$ cat src/rtl/alu_pkg.sv
// Shared definitions for the ALU issue path: op encodings, request layout and
// the result-flag helper used when the result slot is loaded.
package alu_pkg;

  typedef enum logic [1:0] {
    ALU_ADD  = 2'd0,
    ALU_AND  = 2'd1,
    ALU_XOR  = 2'd2,
    ALU_ONES = 2'd3
  } alu_op_e;

  localparam int OPND_W = 4;
  localparam int RES_W  = 5;

  typedef struct packed {
    alu_op_e           op;
    logic [OPND_W-1:0] a;
    logic [OPND_W-1:0] b;
  } alu_req_t;

  localparam int REQ_W = $bits(alu_req_t);

  // Carry only has meaning for an addition; other ops never report it.
  function automatic logic carry_flag(input alu_op_e op, input logic [RES_W-1:0] res);
    return (op == ALU_ADD) && res[RES_W-1];
  endfunction

  function automatic logic zero_flag(input logic [RES_W-1:0] res);
    return (res == '0);
  endfunction

endpackage

$ cat src/rtl/sync_fifo.sv
// Single-clock FIFO with power-of-two depth; a push into a full FIFO and a pop
// from an empty FIFO are ignored, whatever else happens in the same cycle.
module sync_fifo #(
  parameter int WIDTH = 8,
  parameter int DEPTH = 4
) (
  input  logic                       clk,
  input  logic                       rst,
  input  logic                       push,
  input  logic [WIDTH-1:0]           wdata,
  input  logic                       pop,
  output logic [WIDTH-1:0]           rdata,
  output logic                       full,
  output logic                       empty,
  output logic [$clog2(DEPTH):0]     count
);

  localparam int AW = $clog2(DEPTH);

  logic [WIDTH-1:0] mem_q [DEPTH];
  logic [AW-1:0]    wr_ptr_q, wr_ptr_d;
  logic [AW-1:0]    rd_ptr_q, rd_ptr_d;
  logic [AW:0]      count_q, count_d;
  logic             do_push, do_pop;

  always_comb begin
    full     = (count_q == (AW+1)'(DEPTH));
    empty    = (count_q == '0);
    count    = count_q;
    rdata    = mem_q[rd_ptr_q];
    do_push  = push && !full;
    do_pop   = pop && !empty;
    // Pointers wrap naturally because DEPTH is a power of two.
    wr_ptr_d = do_push ? wr_ptr_q + AW'(1) : wr_ptr_q;
    rd_ptr_d = do_pop  ? rd_ptr_q + AW'(1) : rd_ptr_q;
    count_d  = count_q + (AW+1)'(do_push) - (AW+1)'(do_pop);
  end

  always_ff @(posedge clk) begin
    if (rst) begin
      wr_ptr_q <= '0;
      rd_ptr_q <= '0;
      count_q  <= '0;
    end else begin
      wr_ptr_q <= wr_ptr_d;
      rd_ptr_q <= rd_ptr_d;
      count_q  <= count_d;
    end
  end

  // Storage needs no reset: entries are only read once count covers them.
  always_ff @(posedge clk) begin
    if (do_push) mem_q[wr_ptr_q] <= wdata;
  end

endmodule

$ cat src/rtl/alu_op_sequencer.sv
// Issue stage for the combinational ALU: buffers requests, presents the oldest
// one to the ALU and captures the ALU output plus flags into a result slot.
module alu_op_sequencer
  import alu_pkg::*;
#(
  parameter int DEPTH = 4,
  parameter int CNT_W = 8
) (
  input  logic              clk,
  input  logic              rst,
  input  logic              in_valid,
  output logic              in_ready,
  input  logic [1:0]        in_op,
  input  logic [3:0]        in_a,
  input  logic [3:0]        in_b,
  output logic [3:0]        alu_in_1,
  output logic [3:0]        alu_in_2,
  output logic [1:0]        alu_control,
  input  logic [4:0]        alu_out,
  output logic              res_valid,
  input  logic              res_ready,
  output logic [4:0]        res_data,
  output logic [1:0]        res_op,
  output logic              res_zero,
  output logic              res_carry,
  output logic              busy,
  output logic [CNT_W-1:0]  op_count
);

  localparam int AW = $clog2(DEPTH);

  // Handshakes: a transfer happens on a rising edge where valid && ready are
  // both high; ready never depends combinationally on the same port's valid.
  alu_req_t          push_req, head_req;
  logic              fifo_full, fifo_empty;
  logic [AW:0]       fifo_count;
  logic              push, load, deliver;

  logic              res_valid_q, res_valid_d;
  logic [RES_W-1:0]  res_data_q, res_data_d;
  alu_op_e           res_op_q, res_op_d;
  logic              res_zero_q, res_zero_d;
  logic              res_carry_q, res_carry_d;
  logic [CNT_W-1:0]  op_count_q, op_count_d;

  assign push_req = '{op: alu_op_e'(in_op), a: in_a, b: in_b};

  sync_fifo #(
    .WIDTH (REQ_W),
    .DEPTH (DEPTH)
  ) u_req_fifo (
    .clk   (clk),
    .rst   (rst),
    .push  (push),
    .wdata (push_req),
    .pop   (load),
    .rdata (head_req),
    .full  (fifo_full),
    .empty (fifo_empty),
    .count (fifo_count)
  );

  always_comb begin
    in_ready = !fifo_full;
    push     = in_valid && !fifo_full;
    deliver  = res_valid_q && res_ready;
    load     = !fifo_empty && (!res_valid_q || res_ready);

    alu_in_1    = fifo_empty ? 4'd0 : head_req.a;
    alu_in_2    = fifo_empty ? 4'd0 : head_req.b;
    alu_control = fifo_empty ? 2'd0 : head_req.op;

    res_valid_d = res_valid_q;
    res_data_d  = res_data_q;
    res_op_d    = res_op_q;
    res_zero_d  = res_zero_q;
    res_carry_d = res_carry_q;
    // A load refills the slot in the same edge it drains, keeping 1 op/cycle.
    if (load) begin
      res_valid_d = 1'b1;
      res_data_d  = alu_out;
      res_op_d    = head_req.op;
      res_zero_d  = zero_flag(alu_out);
      res_carry_d = carry_flag(head_req.op, alu_out);
    end else if (deliver) begin
      res_valid_d = 1'b0;
    end

    op_count_d = op_count_q;
    if (deliver && (op_count_q != '1)) op_count_d = op_count_q + CNT_W'(1);
  end

  always_ff @(posedge clk) begin
    if (rst) begin
      res_valid_q <= 1'b0;
      res_data_q  <= '0;
      res_op_q    <= ALU_ADD;
      res_zero_q  <= 1'b0;
      res_carry_q <= 1'b0;
      op_count_q  <= '0;
    end else begin
      res_valid_q <= res_valid_d;
      res_data_q  <= res_data_d;
      res_op_q    <= res_op_d;
      res_zero_q  <= res_zero_d;
      res_carry_q <= res_carry_d;
      op_count_q  <= op_count_d;
    end
  end

  always_comb begin
    res_valid = res_valid_q;
    res_data  = res_data_q;
    res_op    = res_op_q;
    res_zero  = res_zero_q;
    res_carry = res_carry_q;
    op_count  = op_count_q;
    busy      = (fifo_count != '0) || res_valid_q;
  end

endmodule

$ cat config.mk
export PLATFORM = sky130hd
export DESIGN_NAME = alu_op_sequencer
export DESIGN_NICKNAME = d
export VERILOG_FILES = /design/src/rtl/alu_pkg.sv /design/src/rtl/sync_fifo.sv /design/src/rtl/alu_op_sequencer.sv
export SDC_FILE = /design/constraint.sdc
export NUM_CORES = 1
export LEC_CHECK = 0
export CAP_MARGIN = 40
export CORE_MARGIN = 5
export CORE_UTILIZATION = 24
export CTS_CLUSTER_DIAMETER = 50
export DETAILED_ROUTE_END_ITERATION = 12
export DONT_BUFFER_PORTS = 1
export GPL_TIMING_DRIVEN = 1
export SYNTH_ARGS = -nofsm -noshare
export SYNTH_HDL_FRONTEND = slang
export SYNTH_HIERARCHICAL = 1
export SYNTH_SLANG_ARGS = --single-unit
$ cat constraint.sdc
create_clock -name clk -period 2.44 [get_ports clk]
set_clock_uncertainty 0.15 [all_clocks]
set_input_delay 0.244 -clock clk [delete_from_list [all_inputs] [get_ports clk]]
set_output_delay 0.244 -clock clk [all_outputs]
set_load 0.01 [all_outputs]
Word level (Yosys, flattened, before mapping) --
Memories as Yosys holds them, arrays and structs flattened. A register that Yosys moved wholly into a read port is not among the register bits. Cells that the tools add are included.
Storage, ports and cells: register bits 25, latch bits 0, bits in writable memories 40, bits in read-only memories 0, bits of input ports 19, word-level logic and storage cells 43, memories kept 1
Operators by class: $add $sub $neg 5, $mul 0, div/mod/pow operators 0, order comparisons 0, equality and inequality tests 2, shift-type cells 0, muxes and demuxes 9, bitwise operators 0, reductions and logical operators 17
Memories:
- u_req_fifo.mem_q | depth 4, width 10, rd ports 1, clocked after Yosys merged registers in 1, write ports 1, line sync_fifo.sv:20 | logic [WIDTH-1:0] mem_q [DEPTH];
Operator list (count):
- adder 8 x 1 -> 8 bit, second input constant | 1
- 2-to-1 mux 4 bit | 2
- != test 8 bit, second input constant | 1
- logical AND 1 bit | 7
- 2-to-1 mux 2 bit | 3
- zero test 5 bit | 1
- adder 2 x 1 -> 2 bit, second input constant | 2
- 2-to-1 mux 1 bit | 4
- adder 3 x 1 -> 3 bit | 1
- == test 3 bit, second input constant | 1
- zero test 1 bit | 3
- zero test 3 bit | 1
- nonzero test 3 bit | 1
- subtractor 3 x 1 -> 3 bit | 1
- zero test 2 bit | 1
- logical OR 1 bit | 2
- nonzero test 2 bit | 1

Longest topological paths before layout --
depth after elaboration 6, mapped depth 12

Modules after synthesis --
Netlist, hierarchy kept.
By module, submodules not included:
- sync_fifo | times used 1, cells an instance 103, area an instance 1919.3 um^2, sequential area each 1381.3 um^2
- alu_op_sequencer | times used 1, cells an instance 114, area an instance 939.7 um^2, sequential area each 360.3 um^2

Worst setup path before layout --
OpenSTA, ideal clock, no wires.
path type register -> register, start register u_req_fifo.count_q[1], in the netlist u_req_fifo/count[1], end register u_req_fifo.count_q[2], in the netlist u_req_fifo/count[2], setup time 0.125 ns, arrival 2.381 ns, data required time 2.165 ns, path slack -0.216 ns, stages on the path, launching flop included 13, buffers on the path 1, period minus slack after synthesis 2.656 ns, cells stage by stage dfxtp_1 > nor3_2 > clkbuf_1 > nor2_1 > o31ai_2 > inv_1 > ha_1 > inv_1 > ha_1 > fa_1 > xnor2_1 > xnor2_1 > nor2_1
On the way: elaborated cells on any way between the ends 10
RTL lines:
- start, declared | line sync_fifo.sv:23 | logic [AW:0] count_q, count_d;
- start signal, assigned | line sync_fifo.sv:47 | count_q <= count_d;
- zero test 3 bit | line sync_fifo.sv:28 | empty = (count_q == '0);
- net fifo_empty | line alu_op_sequencer.sv:35 | logic fifo_full, fifo_empty;
- zero test 1 bit | line alu_op_sequencer.sv:67 | load = !fifo_empty && (!res_valid_q || res_ready);
- logical AND 1 bit | line alu_op_sequencer.sv:67
- net load | line alu_op_sequencer.sv:37 | logic push, load, deliver;
- logical AND 1 bit | line sync_fifo.sv:32 | do_pop = pop && !empty;
- net u_req_fifo.do_pop | line sync_fifo.sv:24 | logic do_push, do_pop;
- subtractor 3 x 1 -> 3 bit | line sync_fifo.sv:36 | count_d = count_q + (AW+1)'(do_push) - (AW+1)'(do_pop);
The timed path passes the listed nets, and every way through them passes these cells. A chain may end at the register's enable or synchronous reset.

Worst setup path in the final report --
start register u_req_fifo.count_q[2], in the netlist u_req_fifo/count[2], end register u_req_fifo.count_q[2], in the netlist u_req_fifo/count[2]
On the way: word-level cells in the longest chain between the ends 6, elaborated cells on any way between the ends 10
RTL lines:
- == test 3 bit | line sync_fifo.sv:27 | full = (count_q == (AW+1)'(DEPTH));
- net fifo_full | line alu_op_sequencer.sv:35
- zero test 1 bit | line alu_op_sequencer.sv:65 | push = in_valid && !fifo_full;
- logical AND 1 bit | line alu_op_sequencer.sv:65
- net push | line alu_op_sequencer.sv:37
- logical AND 1 bit | line sync_fifo.sv:31 | do_push = push && !full;
- adder 3 x 1 -> 3 bit | line sync_fifo.sv:36
- subtractor 3 x 1 -> 3 bit | line sync_fifo.sv:36
The timed path passes the listed nets, and every way through them passes these cells.

==> flow_summary.toml <==
[outcome]
status = "finished clean"

[synth]
synth_cell_types = 39
synth_edf_count = 40
syn_nets = 244
ys_seq_area_frac = 0.609
yosys_warnings = 6
avgSynthCellArea_um2 = 13.2
synth_seq_cells = 67
syn-cell-area_mm2 = 0.00286
yosys_most_used_dff = "edfxtp_1"
syn_inst = 217
ys_async_sr_fraction = 0

[worst_hold_path]
hold_start = "rst"
worstHoldEndpoint = "op_count[2]"
min_path_type = "in2reg"
hold_path_depth = 2

[finish]
n_fill_cell = 1096
layout.nets = 274
register_area_mm2 = 0.00175
drive_above_1_share = 0.199
fin_cells = 394
mostFrequentLayoutCells = "edfxtp_1 (40), dfxtp_1 (23), nor2b_1 (17), dlygate4sd3_1 (16), a21oi_1 (14)"
stdcell_area_mm2 = 0.00356
n_antenna_cell = 0
multiInputGateArea_mm2 = 0.00105
syn2layout_area_growth_pct = 24.5
layout_commonest_cell = "edfxtp_1"

[die]
io_pins = 49
core_area_mm2 = 0.0116
dieArea_mm2 = 0.0142
die_h_um = 119
die_x_um = 119
start_util = 0.247
rows = 39

[grt]
grt-ovfl-total = 0
grt_max_degree = 27
antenna_found_initial = 1
grt_pass1_wl_um = 9460
track_usage = 0.0860
grt_pass1_vias = 1826

[worst_setup_path]
required_ps = 2510
cp_max_fo = 5
crit_path_end_kind = "flip-flop"
arrival_ps = 2370
crit-reg2reg-launch = "u_req_fifo/count[2]"
worst_r2r_path_depth = 12
rr_endpoint = "u_req_fifo/count[2]"
path_class = "reg2reg"
startpoint_type = "flip-flop"
r2r_slack_ps = 140

[routing]
vias = 1785
viasPerCell = 4.53
drc = 0
detail-route-antenna-nets = 0
wirelength_um = 5950
first_iter_violations = 98
dr.pass1.iters = 4
wire_per_inst_um = 15.1

[clock_network]
cts-root-buf = "clkbuf_16"
clkSinkCount = 67
cts_tree = "yes"
cts_htree_levels = 3
clockBufferDepth = 2
clk_latency_ps = 320
cts_buffers = 9
clk_pin_slew_ps = 50

[placed_design]
gp_congestion = 0.737
pre_cts_slack_ps = -7.21
postPlaceCellArea_mm2 = 0.00309
portBuffers = 0
place_hpwl_um = 4170
dp.cells = 361

[sta]
post-route-period-util = 0.944
drv_slew = 0
slew_headroom = 0.683
worst_pin_slew_ps = 475
rsz0062_at_grt = "false"
setup_violations = 0
fmax_ghz = 0.434
fin_ws_ps = 136
final.min_clock_period_ps = 2300
hold_viol = 0

[pwr]
leakage_nw = 1.22
power.density_mw_per_mm2 = 1030
peakVddDrop_v = 0.000304

[job]
maxCapViolations = 0
==> critical path, cell delays in order, from the launching register on <==
cell and delay, ps:
dfxtp_4 370, nor3b_2 160, nor2b_1 110, inv_1 70
nor2_2 100, inv_1 50, ha_1 260, inv_1 40
ha_1 180, fa_2 360, xnor2_2 150, xnor2_1 140
nor2_1 50
==> flip-flops by register name, indices dropped and copies added (netlist names), named ones only <==
name	cells
u_req_fifo/count	3
u_req_fifo/mem_q	40
res_op	2
u_req_fifo/rd_ptr_q	2
res_valid	1
res_zero	1
op_count	8
u_req_fifo/wr_ptr_q	2
res_data	5
res_carry	1
==> cells in the mapped netlist (4+ instances only) <==
master	instances	area [um^2]
nand3_1	10	50.1
ha_1	7	87.6
edfxtp_1	40	1200
o21ai_1	9	45.0
nor2b_1	17	106
and2_1	4	25.0
nor2_1	10	37.5
a211oi_1	4	30.0
inv_1	11	41.3
mux4_2	10	225
dfxtp_1	27	541
clkbuf_1	5	18.8
buf_2	5	25.0
a21oi_1	14	70.1
nand2b_1	5	31.3
==> cells by family (layout without fill, tap and decap cells) <==
group | after synthesis | count (layout) | share of synthesized area
AO/OA/AOI/OAI | 37 | 37 | 0.0775
AND/OR/NAND/NOR | 67 | 67 | 0.140
XOR/XNOR | 3 | 3 | 0.00919
flip-flops | 67 | 67 | 0.609
buffers and inverters | 21 | 55 | 0.0298
adder cells (fa/ha/maj) | 8 | 8 | 0.0376
multiplexers | 14 | 14 | 0.0963
==> worst max-delay path by stage <==
stage	endpoint	startpoint	slack (ps)
2_1_floorplan	u_req_fifo/count[2]	u_req_fifo/count[2]	40
3_3_place_gp	u_req_fifo/count[2]	u_req_fifo/count[1]	90
3_5_place_dp	u_req_fifo/count[2]	u_req_fifo/count[1]	-7
4_1_cts	u_req_fifo/count[2]	u_req_fifo/count[2]	30
5_1_grt	u_req_fifo/count[2]	u_req_fifo/count[2]	9
6_report	u_req_fifo/count[2]	u_req_fifo/count[2]	140
==> metal layers <==
metal  global-route usage  vias to the layer above  wire length [um]
li1                     -                      866                 -
met1               0.0922                      875              2440
met2                0.147                       30              3010
met3               0.0280                       12               358
met4               0.0536                        2               132
met5                    0                        -                13
==> power by group <==
group,leakage (nW),internal (W),switching [W]
clock network,0.134,0.000775,0.000421
registers,0.588,0.00139,0.000154
logic,0.498,0.000414,0.000500
==> stage by stage <==
| stage | utilization | hold slack, ps | setup TNS (ps) | power [W] |
|---|---|---|---|---|
| detailed placement | 0.267 | 162 | -7.21 | 0.00245 |
| floorplan | - | 193 | 0 | 0.00220 |
| CTS | 0.305 | 0.787 | 0 | 0.00369 |
| global placement | 0.267 | 163 | 0 | 0.00242 |
| global route | 0.308 | 11.2 | 0 | 0.00387 |
| finish | 0.308 | 12.0 | 0 | 0.00365 |
==> cell type report <==
type | instances | area share
flip-flops and latches | 67 | 0.492
repair buffers | 29 | 0.0745
clock inverters | 4 | 0.0120
multi-input cells | 129 | 0.295
well taps | 143 | 0.0503
inverters | 11 | 0.0116
clock buffers | 11 | 0.0654
==> timing repair <==
action / in CTS / in global routing
endpoints found under the setup margin: 1 / 1
hold buffers: 16 / 0
gates resized for setup: 1 / 2
hold endpoints to repair: 65 / 0
buffers inserted: 0 / 1
pin swaps: 0 / 3
No activity file was read; power rests on OpenSTA's default activity.
